## config.mk

```make
export PLATFORM = sky130hd
export DESIGN_NAME = perm_round_sequencer_flat
export DESIGN_NICKNAME = d
export VERILOG_FILES = /design/src/rtl/perm_round_sequencer_if.sv /design/src/rtl/perm_round_sequencer.sv /design/src/flat_wrapper.sv
export SDC_FILE = /design/constraint.sdc
export NUM_CORES = 1
export LEC_CHECK = 0
export ABC_AREA = 1
export CORE_ASPECT_RATIO = 1.75
export CORE_MARGIN = 2
export CORE_UTILIZATION = 26
export CTS_CLUSTER_SIZE = 8
export DETAILED_ROUTE_END_ITERATION = 10
export PLACE_DENSITY = 0.53
export SLEW_MARGIN = 20
export SYNTH_ARGS = -nofsm -noshare
export SYNTH_HDL_FRONTEND = slang
export SYNTH_SLANG_ARGS = --single-unit
```

## constraint.sdc

```tcl
create_clock -name clk -period 2.46 [get_ports clk]
set_input_delay 0.738 -clock clk [delete_from_list [all_inputs] [get_ports clk]]
set_output_delay 0.738 -clock clk [all_outputs]
set_load 0.01 [all_outputs]
```

## src/rtl/perm_round_sequencer_if.sv

```systemverilog
// Handshake bundle between the encryption controller (master) and the
// permutation round sequencer (slave).
interface perm_round_sequencer_if #(
    parameter int SLICE_BITS = 64
) ();
    localparam int BW = $clog2(SLICE_BITS);

    logic          load_n;
    logic [3:0]    iteration;
    logic          stall;
    logic          pc_en;
    logic          ps_en;
    logic          pl_en;
    logic [BW-1:0] bit_idx;
    logic [3:0]    round_idx;
    logic [7:0]    round_const;
    logic          count_done;
    logic          iteration_done;
    logic          busy;

    modport master (
        output load_n, iteration, stall,
        input  pc_en, ps_en, pl_en, bit_idx, round_idx, round_const,
               count_done, iteration_done, busy
    );

    modport slave (
        input  load_n, iteration, stall,
        output pc_en, ps_en, pl_en, bit_idx, round_idx, round_const,
               count_done, iteration_done, busy
    );
endinterface

```

## src/rtl/perm_round_sequencer.sv

```systemverilog
// Round/slice sequencer for the bit-serial permutation datapath: walks
// ADD_C -> SBOX -> LIN per round and publishes phase enables and done flags.
module perm_round_sequencer #(
    parameter int SLICE_BITS = 64,
    parameter int MAX_ITER   = 11
) (
    input  logic                      clk,
    input  logic                      rst,
    perm_round_sequencer_if.slave     bus
);
    localparam int           BW         = $clog2(SLICE_BITS);
    localparam logic [BW-1:0] LAST_BIT  = BW'(SLICE_BITS - 1);
    localparam logic [3:0]   MAX_ITER_L = 4'(MAX_ITER);

    typedef enum logic [2:0] {IDLE, ADD_C, SBOX, LIN, DONE} state_e;

    state_e        state_q, state_d;
    logic [BW-1:0] bit_idx_q, bit_idx_d;
    logic [3:0]    round_idx_q, round_idx_d;
    logic [3:0]    iteration_q, iteration_d;

    logic          pc_en_q, pc_en_d;
    logic          ps_en_q, ps_en_d;
    logic          pl_en_q, pl_en_d;
    logic          busy_q, busy_d;
    logic          count_done_q, count_done_d;
    logic          iter_done_q, iter_done_d;
    logic [7:0]    round_const_q, round_const_d;
    logic [3:0]    rc_idx;

    // Next-state logic; a restart request wins over stall in every state.
    always_comb begin
        state_d     = state_q;
        bit_idx_d   = bit_idx_q;
        round_idx_d = round_idx_q;
        iteration_d = iteration_q;
        if (!bus.load_n) begin
            iteration_d = (bus.iteration > MAX_ITER_L) ? MAX_ITER_L : bus.iteration;
            bit_idx_d   = '0;
            round_idx_d = '0;
            state_d     = ADD_C;
        end else if (!bus.stall) begin
            unique case (state_q)
                ADD_C: state_d = SBOX;
                SBOX: begin
                    if (bit_idx_q == LAST_BIT) begin
                        bit_idx_d = '0;
                        state_d   = LIN;
                    end else begin
                        bit_idx_d = bit_idx_q + 1'b1;
                    end
                end
                LIN: begin
                    if (bit_idx_q == LAST_BIT) begin
                        bit_idx_d = '0;
                        if (round_idx_q == iteration_q) begin
                            state_d = DONE;
                        end else begin
                            round_idx_d = round_idx_q + 4'd1;
                            state_d     = ADD_C;
                        end
                    end else begin
                        bit_idx_d = bit_idx_q + 1'b1;
                    end
                end
                default: state_d = state_q;
            endcase
        end
    end

    // Outputs are decoded from the next state so the registered copies line
    // up with the state they describe, without a cycle of lag.
    always_comb begin
        busy_d       = (state_d == ADD_C) || (state_d == SBOX) || (state_d == LIN);
        pc_en_d      = (state_d == ADD_C);
        ps_en_d      = (state_d == SBOX);
        pl_en_d      = (state_d == LIN);
        count_done_d = ((state_d == LIN) && (bit_idx_d == LAST_BIT)) || (state_d == DONE);
        iter_done_d  = busy_d ? (round_idx_d == iteration_d) : (state_d == DONE);
        rc_idx       = (MAX_ITER_L - iteration_d) + round_idx_d;
        if (busy_d) begin
            round_const_d = {4'hF - rc_idx, rc_idx};
        end else if (state_d == DONE) begin
            round_const_d = round_const_q;
        end else begin
            round_const_d = 8'h00;
        end
    end

    always_ff @(posedge clk or negedge rst) begin
        if (!rst) begin
            state_q       <= IDLE;
            bit_idx_q     <= '0;
            round_idx_q   <= '0;
            iteration_q   <= '0;
            pc_en_q       <= 1'b0;
            ps_en_q       <= 1'b0;
            pl_en_q       <= 1'b0;
            busy_q        <= 1'b0;
            count_done_q  <= 1'b0;
            iter_done_q   <= 1'b0;
            round_const_q <= 8'h00;
        end else begin
            state_q       <= state_d;
            bit_idx_q     <= bit_idx_d;
            round_idx_q   <= round_idx_d;
            iteration_q   <= iteration_d;
            pc_en_q       <= pc_en_d;
            ps_en_q       <= ps_en_d;
            pl_en_q       <= pl_en_d;
            busy_q        <= busy_d;
            count_done_q  <= count_done_d;
            iter_done_q   <= iter_done_d;
            round_const_q <= round_const_d;
        end
    end

    assign bus.pc_en          = pc_en_q;
    assign bus.ps_en          = ps_en_q;
    assign bus.pl_en          = pl_en_q;
    assign bus.busy           = busy_q;
    assign bus.bit_idx        = bit_idx_q;
    assign bus.round_idx      = round_idx_q;
    assign bus.round_const    = round_const_q;
    assign bus.count_done     = count_done_q;
    assign bus.iteration_done = iter_done_q;
endmodule

```

## src/flat_wrapper.sv

```systemverilog
// flat-port wrapper written by rule: the top's interface ports become plain ports
module perm_round_sequencer_flat 
#(
    parameter int SLICE_BITS = 64,
    parameter int MAX_ITER   = 11
)
  (clk, rst, bus_load_n, bus_iteration, bus_stall, bus_pc_en, bus_ps_en, bus_pl_en, bus_bit_idx, bus_round_idx, bus_round_const, bus_count_done, bus_iteration_done, bus_busy);
  perm_round_sequencer_if #(.SLICE_BITS(SLICE_BITS)) bus_i ();
  input  logic clk;
  input  logic rst;
  input wire logic [$bits(bus_i.load_n)-1:0] bus_load_n;
  input wire logic [$bits(bus_i.iteration)-1:0] bus_iteration;
  input wire logic [$bits(bus_i.stall)-1:0] bus_stall;
  output wire logic [$bits(bus_i.pc_en)-1:0] bus_pc_en;
  output wire logic [$bits(bus_i.ps_en)-1:0] bus_ps_en;
  output wire logic [$bits(bus_i.pl_en)-1:0] bus_pl_en;
  output wire logic [$bits(bus_i.bit_idx)-1:0] bus_bit_idx;
  output wire logic [$bits(bus_i.round_idx)-1:0] bus_round_idx;
  output wire logic [$bits(bus_i.round_const)-1:0] bus_round_const;
  output wire logic [$bits(bus_i.count_done)-1:0] bus_count_done;
  output wire logic [$bits(bus_i.iteration_done)-1:0] bus_iteration_done;
  output wire logic [$bits(bus_i.busy)-1:0] bus_busy;
  assign bus_i.load_n = bus_load_n;
  assign bus_i.iteration = bus_iteration;
  assign bus_i.stall = bus_stall;
  assign bus_pc_en = bus_i.pc_en;
  assign bus_ps_en = bus_i.ps_en;
  assign bus_pl_en = bus_i.pl_en;
  assign bus_bit_idx = bus_i.bit_idx;
  assign bus_round_idx = bus_i.round_idx;
  assign bus_round_const = bus_i.round_const;
  assign bus_count_done = bus_i.count_done;
  assign bus_iteration_done = bus_i.iteration_done;
  assign bus_busy = bus_i.busy;
  perm_round_sequencer #(.SLICE_BITS(SLICE_BITS), .MAX_ITER(MAX_ITER)) u_core (.clk(clk), .rst(rst), .bus(bus_i));
endmodule
```

==> results, run 1 <==
- Of the total synthesized cell area, the portion taken by XOR and XNOR cells is under 10%.
- The arrival time at the worst endpoint is about 2700 ps.
- The Yosys step of the flow raised 0 warnings.
- The starting density of the core is between 20% and 30%.
- Cells fill between 40% and 50% of the core in the end.
- After clock tree synthesis, the clock-pin slew on the worst setup and hold paths is 70 ps.
- The area growth from synthesis to layout is 62.5%.
- The final-layout worst hold slack is between 400 and 500 ps.
- The floorplan die height is approximately 110 um.
- The cell taking the most area after synthesis is dfrtp_1.
- The synthesized area per cell is roughly 7.9 um^2.
- The critical path in this run is classified as input pin to flip-flop.
- The startpoint of the most critical register-to-register path is u_core.bus.bit_idx[0].
- The total setup violations reported at the end of the flow is 2.
- The count of final hold-check violations came to 0.
- The count of unique library cells instantiated by Yosys is 29.
- Summing the areas of all and, or, nand and nor instances in the mapped netlist gives between 30% and 40% of the synthesized area.
- The placer's final routability congestion estimate is around 0.85.
- For this block, the via count after detailed routing is roughly 1700.
- Leaving out fill and tap cells, the most frequent cell in the layout is nand2_1.
- The total I/O pin count is 32.
- The detailed router finished its first iteration with 36 violations.
- The final antenna-violating net count is 0.
- Sorting the synthesized cells by area gives the leading types as dfrtp_1 (46%), nand2_1 (15%), inv_1 (6.7%).
- The number of global-route vias before repair is 1714.
- The clock passes through at most 2 buffers.
- The fraction of the mapped netlist area in adder cells is approximately 5%.
- Of all nets on the critical path, the largest fanout is 2.
- The sequential share of the synthesized area is approximately 46%.
- In the global route stage, overall resource usage came out at between 10% and 20%.
- The run finished, with violations left.
- The number of antenna violations at the first check in global routing was 0.
- The critical path startpoint category is an input pin.
- In the layout the commonest cells are nand2_1 (59), buf_4 (55), dfrtp_1 (31).
- The quantity of I/O buffers inserted on ports is 31.
- The achievable frequency is 403 MHz.
- For this design, the sink count on the clock tree is 31.
- The clock root buffer master is clkbuf_8.
- The clock latency reported for the late side of the worst-skew pair is approximately 290 ps.
- Synthesis produced roughly 210 cells.
- The H-tree level count is 2.
- The count of unresolved DRC violations after routing is 0.
- The share of the synthesized area in compound gates (AO/OA/AOI/OAI) is ~6.3%.
- The CTS tree is built.
- The portion of synthesized cell area occupied by the leading cell type is between 40% and 50%.
- The first global-routing pass estimated around 7700 um of wire.
- The overall die width is between 60 and 70 um.
- In this run the power density over the cells is ~480 nW/um^2.
- The max-slew violation total from the final report came to 0.
- The area of the core region is around 6200 um^2.
- Setup slack on the critical path of the routed design comes to -19.6 ps.
- The pin slew with the least headroom to its limit is roughly 420 ps.
- The area of the mapped netlist is between 1500 and 2000 um^2.
- The half-perimeter wire length after detailed placement is ~3400 um.
- The floorplan row count is 38.
- The path category of the worst min-delay check is flip-flop to flip-flop.
- The terminus of the critical flop-to-flop path is u_core.bus.round_const[7].
- For this run the aggregate overflow at the end of global routing stands at 0.
- The final setup skew is between 8 and 9 ps.
- The final layout contains routed wiring with a total length of roughly 4500 um.
- The largest family of logic cells by synthesized area is simple AND/OR/NAND/NOR gates.
- In the final design database the tool counted approximately 320 nets.
- The headroom to the max-slew limit is 71.8%.
- Buffers inserted during clock tree synthesis total 5.
- The synthesized net count is roughly 230.
- The final clock period utilization by the worst path is 101%.
- The worst setup path is captured at a flip-flop.
- The die covers about 7100 um^2.
- Counting the fill cells in the layout gives approximately 630.
- The number of iterations in the first detailed-routing pass is 4.
- The worst hold path terminates at u_core.bus.round_const[6].
- Multiplexer cells account for 0% of the synthesized area.
- The post-route netlist has between 30% and 40% of its cells at a drive strength greater than 1.
- Summing all multi-input logic gate instances after layout gives about 880 um^2.
- The final reports fail on negative setup slack.
- 0 antenna diodes ended up in the layout.
- Counting instances, the worst hold path has a depth of 2.
- The vias per cell is about 4.4.
- Setup repair after global routing could not meet its margin everywhere.
- The tool flagged a number of max-cap violations equal to 0.
- The worst path required time is 2640 ps.
- After detailed routing, the average wire length per cell comes to 11.8 um.
- The largest vdd supply drop is 364 uV.
- The number of cells on the worst reg-to-reg path is 15.
- The analysis attributes to cell leakage a power of roughly 1.3 nW.
- The storage element area is a little under 800 um^2.
- The worst hold path begins at u_core.bus.round_const[6].
- The flop and latch count out of synthesis is 31.
- Counting I/O delays and the setup requirement, the final critical path takes ~2500 ps.
- The worst register-to-register path has a setup slack of roughly 10 ps.
- Entering global routing, the biggest net connects 32 pins.
[Yosys cell counts (all sizes together)]
cell type,count
nor3b,2
nand4,5
a31o,1
nand2,70
clkbuf,1
a31oi,1
o22ai,1
clkinv,1
nand3,16
inv,32
or2,1
xor2,2
dfrtp,31
nor3,3
ha,5
o21ai,9
fa,1
nor2,21
a21oi,8
[worst max path at each step]
stage | start | endpoint | cells after the start
floorplan | bus_stall | u_core.bus.round_const[3] | 18
global placement | bus_stall | u_core.bus.round_const[3] | 16
detailed placement | bus_stall | u_core.bus.round_const[3] | 19
CTS | bus_stall | u_core.bus.round_const[3] | 16
global route | u_core.bus.round_idx[0] | u_core.bus.round_const[3] | 18
finish | bus_iteration[0] | u_core.bus.round_const[7] | 12
[cell families (layout without fill, tap and decap cells)]
| family | Yosys count | after routing |
|---|---|---|
| AO/OA/AOI/OAI | 20 | 20 |
| flip-flops | 31 | 31 |
| buffers and inverters | 34 | 129 |
| XOR/XNOR | 2 | 2 |
| adder cells (fa/ha/maj) | 6 | 6 |
| AND/OR/NAND/NOR | 118 | 118 |
[worst max-delay path, stage by stage]
cell and delay, ps:
clkdlybuf4s50_1 410, a21oi_2 120, nand2_1 90, o21ai_2 90, ha_2 220, ha_4 130, inv_2 30, fa_2 370
xor2_1 170, nand3_1 140, nand3_2 90, nand2_1 50
[what timing repair did]
action,CTS,global route
cloned,0,0
setup endpoints to repair,4,5
pin swaps,10,9
buffers inserted,9,4
hold buffers,0,0
gates resized for setup,24,11
[sequential cells by signal (all words and copies together), names as in the netlist]
| register | flops |
|---|---|
| u_core.bus.round_const | 8 |
| u_core.bus.bit_idx | 6 |
| u_core.bus.round_idx | 4 |
| u_core.iteration_q | 4 |
| u_core.state_q | 3 |
| u_core.bus.busy | 1 |
| u_core.bus.count_done | 1 |
| u_core.bus.iteration_done | 1 |
| u_core.bus.pc_en | 1 |
| u_core.bus.pl_en | 1 |
| u_core.bus.ps_en | 1 |
[metrics by stage]
step	cell area [um^2]	instances	TNS, ps	total power, W	worst slack (ps)
finish	2730	386	-31.3	0.00131	-19.6
CTS	2670	382	0	0.00132	5.22
detailed placement	2460	365	-2990	0.000835	-720
floorplan	1730	211	-64.7	0.000690	-49.5
global placement	2460	365	-2920	0.000835	-679
global route	2730	386	-357	0.00138	-144
[report_power, final]
| part | switching, W | leakage, nW | internal, W | total [W] |
|---|---|---|---|---|
| registers | 0.0000181 | 0.395 | 0.000546 | 0.000564 |
| clock network | 0.000204 | 0.0505 | 0.000255 | 0.000458 |
| logic | 0.000143 | 0.895 | 0.000147 | 0.000290 |
[layer usage]
layer / vias to the layer above / wire length, um / track usage (%)
met1: 781 / 1690 / 14.5
met3: 10 / 172 / 2.34
met4: 0 / 123 / 6.53
met5: - / 0 / 0
met2: 38 / 2550 / 27.3
li1: 852 / - / -
[cell type report]
class / count / area share [%]
repair buffers: 88 / 27.0
clock inverters: 1 / 0.275
well taps: 80 / 3.67
inverters: 33 / 4.68
flip-flops and latches: 31 / 28.5
multi-input cells: 146 / 32.3
clock buffers: 7 / 3.54
No activity file was read; power rests on OpenSTA's default activity.
==> run 2, diff against run 1 <==
- CORE_UTILIZATION: 26 -> 48
- CTS_BUF_LIST: unset -> sky130_fd_sc_hd__clkbuf_4
- PLACE_DENSITY: 0.53 -> 0.84
- clock period: 2.46 -> 1.98 ns (I/O delays scaled with it)
==> run 2 against run 1 <==
  * The run still ends with negative setup slack left
  * Worst hold slack better by 7.5 ps
  * Non-clock buffer count did not move
  * Flip-flop and latch count stayed put
  * Core utilization up 36 points
  * First-iteration DRC count increased by 42%
  * Register-to-register slack got worse by 650 ps
  * Largest cell class unchanged
  * Clock skew shrank 2.2 ps
  * Sequential share of layout area up 0.37 points
  * Final area decreased by 1.3%
  * Critical path type is now flip-flop to flip-flop
==> results, run 2 (same netlist as run 1, synthesis figures left out) <==
- The H-tree level count was 2 (unchanged).
- The largest vdd supply drop is 660 uV (was 364 uV).
- The worst path required time is 2210 ps (was 2640 ps).
- The final clock period utilization by the worst path is 132%.
- The peak fanout along the critical path is 4 (was 2).
- The critical path startpoint category is a flip-flop (was input pin).
- The clock root buffer master was clkbuf_4 (was clkbuf_8).
- The total placed cells including tap cells is 333 (was 365).
- The sum of overflow across all layers after global routing is 0 (unchanged).
- Unrepaired setup endpoints after global routing: true (unchanged).
- The endpoint type of the worst setup path is a flip-flop (unchanged).
- The largest net degree at the start of global routing is 32 (unchanged).
- The total power density per cell area is 572 nW/um^2 (was 482 nW/um^2).
- The max-slew violation total from the final report was 0 (unchanged).
- The final cell count without fillers was 352 (was 386).
- The achievable frequency is between 300 and 400 MHz.
- The headroom to the max-slew limit came to 72.7% (was 71.8%).
- The diode insertion count for antenna repair came to 0 (unchanged).
- The clock latency reported for the late side of the worst-skew pair is 330 ps (was 290 ps).
- The area taken by multi-input logic gates is 887 um^2 (was 881 um^2).
- Failing checks: negative setup slack (unchanged).
- The average wire per standard cell was 14.5 um (was 11.8 um).
- Subtracting the final worst setup slack from the clock period gives approximately 2600 ps.
- The final antenna-violating net count is 0 (unchanged).
- The first-pass GRT wire length was 7700 um (was 7670 um).
- Outcome: finished with violations (unchanged).
- Top library cells by usage in the layout, fill and taps aside: nand2_1 (56), buf_4 (53), dfrtp_1 (31) (was nand2_1 (59), buf_4 (55), dfrtp_1 (31)).
- The pre-CTS worst setup slack was -1120 ps (was -720 ps).
- The CTS tree is built (unchanged).
- The total die area came to 4000 um^2 (was 7130 um^2).
- The count of final hold-check violations is 0 (unchanged).
- The half-perimeter wire length after detailed placement came to 3460 um (was 3350 um).
- The final net count is 320 (was 319).
- The count of max-cap constraint violations came to 0 (unchanged).
- The overall routed net length was 5110 um (was 4540 um).
- The violation count after the first detailed-route iteration is 51 (was 36).
- The post-layout worst setup margin was -636 ps (was -19.6 ps).
- The total clock sinks was 31 (unchanged).
- The number of iterations in the first detailed-routing pass is 4 (unchanged).
- The number of antenna violations at the first check in global routing is 0 (unchanged).
- The arrival time at the worst endpoint is 2840 ps (was 2660 ps).
- The placer's final routability congestion estimate is 0.874 (was 0.854).
- The register clock-pin slew on the reported worst setup and hold paths came to 90 ps (was 70 ps).
- The summed negative setup slack over all endpoints was -2340 ps (was -31.3 ps).
- The static leakage came to 1.49 nW (was 1.34 nW).
- The total setup violations reported at the end of the flow was 7 (was 2).
- The count of unresolved DRC violations after routing is 0 (unchanged).
- The maximum clock insertion buffer count was 2 (unchanged).
- The starting density of the core is 49.9% (was 26.9%).
- The share of layout cells above drive strength 1 is 35.5% (was 38.6%).
- The vias per cell is 5.13 (was 4.35).
- The pin slew with the least headroom to its limit is 410 ps (was 423 ps).
- The total vias in the final route is 1806 (was 1681).
- The area growth from synthesis to layout is 60.4% (was 62.5%).
- The final setup skew is 6.24 ps (was 8.41 ps).
- The most common library cell in the layout ignoring fill and taps is nand2_1 (unchanged).
- The overall power consumption is 0.00154 W (was 0.00131 W).
- The total I/O pin count is 32 (unchanged).
- The number of buffers created by CTS is 5 (unchanged).
- The overall track demand over capacity in global routing is 25.3% (was 14.1%).
- The number of global-route vias before repair is 1801 (was 1714).
- The fraction of the core area covered by cells at the end of the flow is 80.0% (was 43.8%).
- The floorplan row count is 28 (was 38).
- The quantity of I/O buffers inserted on ports is 31 (unchanged).
- The storage element area is 776 um^2 (unchanged).
- The fill cell instance count of the final layout is 219 (was 625).
- The flip-flop count of the largest register after layout was 8 (unchanged).
- The path category of the worst min-delay check was flip-flop to flip-flop (unchanged).
- The critical path class is flip-flop to flip-flop (was input pin to flip-flop).
- The floorplan die height is 82.2 um (was 110 um).
- The overall die width is 48.7 um (was 64.7 um).
- The area of the core region came to 3360 um^2 (was 6230 um^2).
## run 2: final timing paths
kind / endpoint / slack [ps] / startpoint / depth (start not counted)
worst max-delay path: u_core.bus.round_const[3] / -640 / u_core.bus.round_idx[0] / 17
worst min-delay path: u_core.bus.round_const[1] / 490 / u_core.bus.round_const[1] / 2
worst min register to register: u_core.bus.round_const[1] / 490 / u_core.bus.round_const[1] / 2
worst max register to register: u_core.bus.round_const[3] / -640 / u_core.bus.round_idx[0] / 17
min in group asynchronous: u_core.bus.bit_idx[1] / 650 / rst / 2
max in group asynchronous: u_core.bus.round_const[4] / 1030 / rst / 2
## run 2: metal layers
| metal | part of all wire, % | wire (um) | GRT usage, % | up-vias |
|---|---|---|---|---|
| li1 | - | - | - | 857 |
| met1 | 35 | 1780 | 23.7 | 889 |
| met2 | 60 | 3050 | 53.8 | 44 |
| met3 | 2.9 | 147 | 2.70 | 16 |
| met4 | 2.6 | 134 | 10.6 | 0 |
| met5 | 0 | 0 | 0 | - |
## run 2: power breakdown
group / total (W) / internal, W / switching [W] / leakage, nW
Sequential: 0.000702 / 0.000678 / 0.0000243 / 0.395
Clock: 0.000473 / 0.000259 / 0.000213 / 0.0426
Combinational: 0.000363 / 0.000177 / 0.000186 / 1.05
Total: 0.00154 / 0.00111 / 0.000424 / 1.49
## run 2: area by class of cell
| type | count | area share (%) |
|---|---|---|
| well taps | 45 | 2.09 |
| flip-flops and latches | 31 | 28.8 |
| multi-input cells | 147 | 33.0 |
| clock buffers | 5 | 1.40 |
| repair buffers | 88 | 28.5 |
| inverters | 33 | 4.74 |
| clock inverters | 3 | 1.44 |
## run 2: what timing repair did
action / CTS / global route
pin swaps: 12 / 10
setup endpoints to repair: 10 / 25
buffers inserted: 9 / 7
gates cloned: 1 / 0
resized for setup: 20 / 19
hold buffers: 0 / 0
## run 2: critical path: stages (launching register included)
cell     delay (ps)
dfrtp_1         430
inv_1            90
nand2_1         100
nand2_1          80
nor2_1          170
nand2_2         130
nand3_2         100
nor2_1           60
nor3b_4         190
inv_2            60
ha_4            220
fa_2            400
xor2_2          160
inv_1            70
nand2_2          70
nand2_1          60
nand2_1          60
nand2_1          50
## run 2: per-stage QoR
stage	instance area, um^2	hold WS [ps]
6_report	2690	494
5_1_grt	2690	517
4_1_cts	2610	497
3_5_place_dp	2430	468
3_3_place_gp	2430	466
2_1_floorplan	1720	298
==> run 3, diff against run 2 <==
- CELL_PAD_IN_SITES_DETAIL_PLACEMENT: unset -> 2
- CELL_PAD_IN_SITES_GLOBAL_PLACEMENT: unset -> 2
- CORE_UTILIZATION: 48 -> 28
- HOLD_SLACK_MARGIN: unset -> 0.1
==> run 3 against run 2 <==
  * Cell count increased by 17%
  * Flip-flop and latch count unchanged
  * Global-route usage decreased by 0.63 points
  * Combinational power increased by 32%
  * Core utilization decreased by 28 points
  * The flow still finishes with violations (negative setup slack)
==> results, run 3 (same netlist as run 1, synthesis figures left out) <==
- Outcome: finished with violations (unchanged).
- Failing checks: negative setup slack (unchanged).
- The critical path startpoint category is a flip-flop (unchanged).
- The final clock period utilization by the worst path came to 142% (was 132%).
- The layer with the highest usage after global routing was met2 (unchanged).
- The CTS tree is built (unchanged).
- The register clock-pin slew on the reported worst setup and hold paths is 110 ps (was 90 ps).
- The worst path required time is 2220 ps (was 2210 ps).
- The number of iterations in the first detailed-routing pass is 4 (unchanged).
- The post-place instance area came to 2550 um^2 (was 2430 um^2).
- The final-layout worst hold slack is 527 ps (was 494 ps).
- The most common library cell in the layout ignoring fill and taps was buf_4 (was nand2_1).
- The violation count after the first detailed-route iteration is 97 (was 51).
- The count of max-cap constraint violations is 0 (unchanged).
- The post-route cell area is 3040 um^2 (was 2690 um^2).
- The number of buffers created by CTS is 5 (unchanged).
- The endpoint type of the worst setup path was a flip-flop (unchanged).
- The time the worst path needs with I/O delays and setup is 2800 ps (was 2620 ps).
- Unrepaired setup endpoints after global routing: true (unchanged).
- The largest vdd supply drop came to 401 uV (was 660 uV).
- The placer's final routability congestion estimate is 0.820 (was 0.874).
- The number of antenna violations at the first check in global routing came to 0 (unchanged).
- The overall power consumption came to 0.00161 W (was 0.00154 W).
- The starting density of the core was 28.7% (was 49.9%).
- The headroom to the max-slew limit is 69.8% (was 72.7%).
- The pin slew with the least headroom to its limit is 454 ps (was 410 ps).
- The total I/O pin count came to 32 (unchanged).
- The share of layout cells above drive strength 1 was 49.0% (was 35.5%).
- The pre-CTS worst setup slack is -1210 ps (was -1120 ps).
- The floorplan die height is 106 um (was 82.2 um).
- The overall routed net length is 10400 um (was 5110 um).
- The H-tree level count is 2 (unchanged).
- The maximum clock insertion buffer count is 2 (unchanged).
- The total setup violations reported at the end of the flow was 15 (was 7).
- The final net count is 348 (was 320).
- The peak fanout along the critical path was 4 (unchanged).
- The final setup skew is 11.0 ps (was 6.24 ps).
- The total die area came to 6650 um^2 (was 4000 um^2).
- The count of unresolved DRC violations after routing is 0 (unchanged).
- The floorplan row count came to 37 (was 28).
- The met2 usage is 50.8% (was 53.8%).
- The met1 layer usage reported by global route is 23.2% (was 23.7%).
- The max-slew violation total from the final report was 0 (unchanged).
- The number of global-route vias before repair is 2294 (was 1801).
- The post-layout worst setup margin is -825 ps (was -636 ps).
- The clock root buffer master is clkbuf_4 (unchanged).
- Top library cells by usage in the layout, fill and taps aside: buf_4 (82), nand2_1 (51), dfrtp_1 (30) (was nand2_1 (56), buf_4 (53), dfrtp_1 (31)).
- The average wire per standard cell is 25.1 um (was 14.5 um).
- The overall die width is 62.5 um (was 48.7 um).
- The flip-flop count of the largest register after layout is 8 (unchanged).
- The clock latency reported for the late side of the worst-skew pair is 340 ps (was 330 ps).
- The number of buffers added to fix hold violations after cts came to 0 (unchanged).
- The quantity of I/O buffers inserted on ports is 31 (unchanged).
- The arrival time at the worst endpoint came to 3040 ps (was 2840 ps).
- The count of final hold-check violations is 0 (unchanged).
- The total clock sinks is 31 (unchanged).
- The first-pass GRT wire length is 12200 um (was 7700 um).
- The total vias in the final route is 2071 (was 1806).
- The global routing met3 resource utilization is 2.54% (was 2.70%).
- The largest net degree at the start of global routing is 32 (unchanged).
- The total power density per cell area is 529 nW/um^2 (was 572 nW/um^2).
- The area growth from synthesis to layout came to 81.2% (was 60.4%).
- The critical path class was flip-flop to flip-flop (unchanged).
- The final antenna-violating net count is 0 (unchanged).
- The diode insertion count for antenna repair was 0 (unchanged).
- The static leakage is 1.55 nW (was 1.49 nW).
- The achievable frequency is 357 MHz (was 382 MHz).
- The vias per cell is 5.01 (was 5.13).
- The half-perimeter wire length after detailed placement is 5180 um (was 3460 um).
- The overall track demand over capacity in global routing is 24.7% (was 25.3%).
- The path category of the worst min-delay check is flip-flop to flip-flop (unchanged).
- The sum of overflow across all layers after global routing is 0 (unchanged).
- The area of the core region is 5830 um^2 (was 3360 um^2).
[run 3: changes by cell type in the layout (fill, tap and decap cells not counted), moves of 3 or more]
cell	delta
inv_2	+5
inv_1	-5
buf_4	+29
nand3_1	-5
ha_1	-3
nand2_2	+3
nor2_4	+3
dlygate4sd2_1	+5
dlymetal6s2s_1	-6
nor2_1	-5
nand3_2	+4
nand2_1	-5
[run 3: through the flow]
step                setup TNS (ps)  utilization (%)  cells
floorplan                    -1740                -    211
CTS                          -1620             46.5    394
finish                       -4880             52.1    413
detailed placement           -9070             43.7    376
global placement             -7470             43.7    376
global route                 -5960             52.1    413
[run 3: layout make-up]
cell class,count,area [um^2]
Fill cell,643,2800
Multi-Input combinational cell,147,1010
Timing Repair Buffer,116,961
Sequential cell,31,777
Inverter,33,134
Tap cell,78,97.6
Clock buffer,7,52.6
Clock inverter,1,5.00
[run 3: metal layers]
metal,vias up,share of wire (%)
met5,-,0
met1,1051,36
met2,65,55
li1,916,-
met4,0,6.2
met3,39,2.4
[run 3: power breakdown]
part / leakage (nW) / internal (W) / total, W / switching, W
logic: 1.12 / 0.000220 / 0.000478 / 0.000258
registers: 0.395 / 0.000678 / 0.000712 / 0.0000336
clock network: 0.0361 / 0.000166 / 0.000416 / 0.000251
[run 3: worst paths after layout]
path | slack (ps) | endpoint | depth (start not counted) | startpoint
min | 530 | u_core.bus.round_const[7] | 2 | u_core.bus.round_const[7]
max reg2reg | -820 | u_core.bus.round_const[3] | 19 | u_core.state_q[1]
max in group asynchronous | 970 | u_core.iteration_q[1] | 2 | rst
max | -820 | u_core.bus.round_const[3] | 19 | u_core.state_q[1]
min reg2reg | 530 | u_core.bus.round_const[7] | 2 | u_core.bus.round_const[7]
min in group asynchronous | 660 | u_core.bus.bit_idx[1] | 2 | rst
[run 3: timing repair]
action,in CTS,in global routing
pin swaps,14,25
hold endpoints to repair,0,0
setup endpoints to repair,20,16
resized for setup,27,49
cloned,0,1
buffers inserted,10,18
[run 3: critical path: stages, from the launching register on]
cell and delay, ps:
dfrtp_1 390, nand2_1 130, nor2_2 210, nand2_2 110, nor2_4 190, nand2_4 100, nand2_2 110, nand3_2 110
nand2_2 80, nand2_1 50, inv_1 70, ha_2 160, inv_1 60, fa_2 400, xor2_2 210, inv_1 80
nand2_2 70, nand2_1 50, nand2_1 60, nand2_1 50
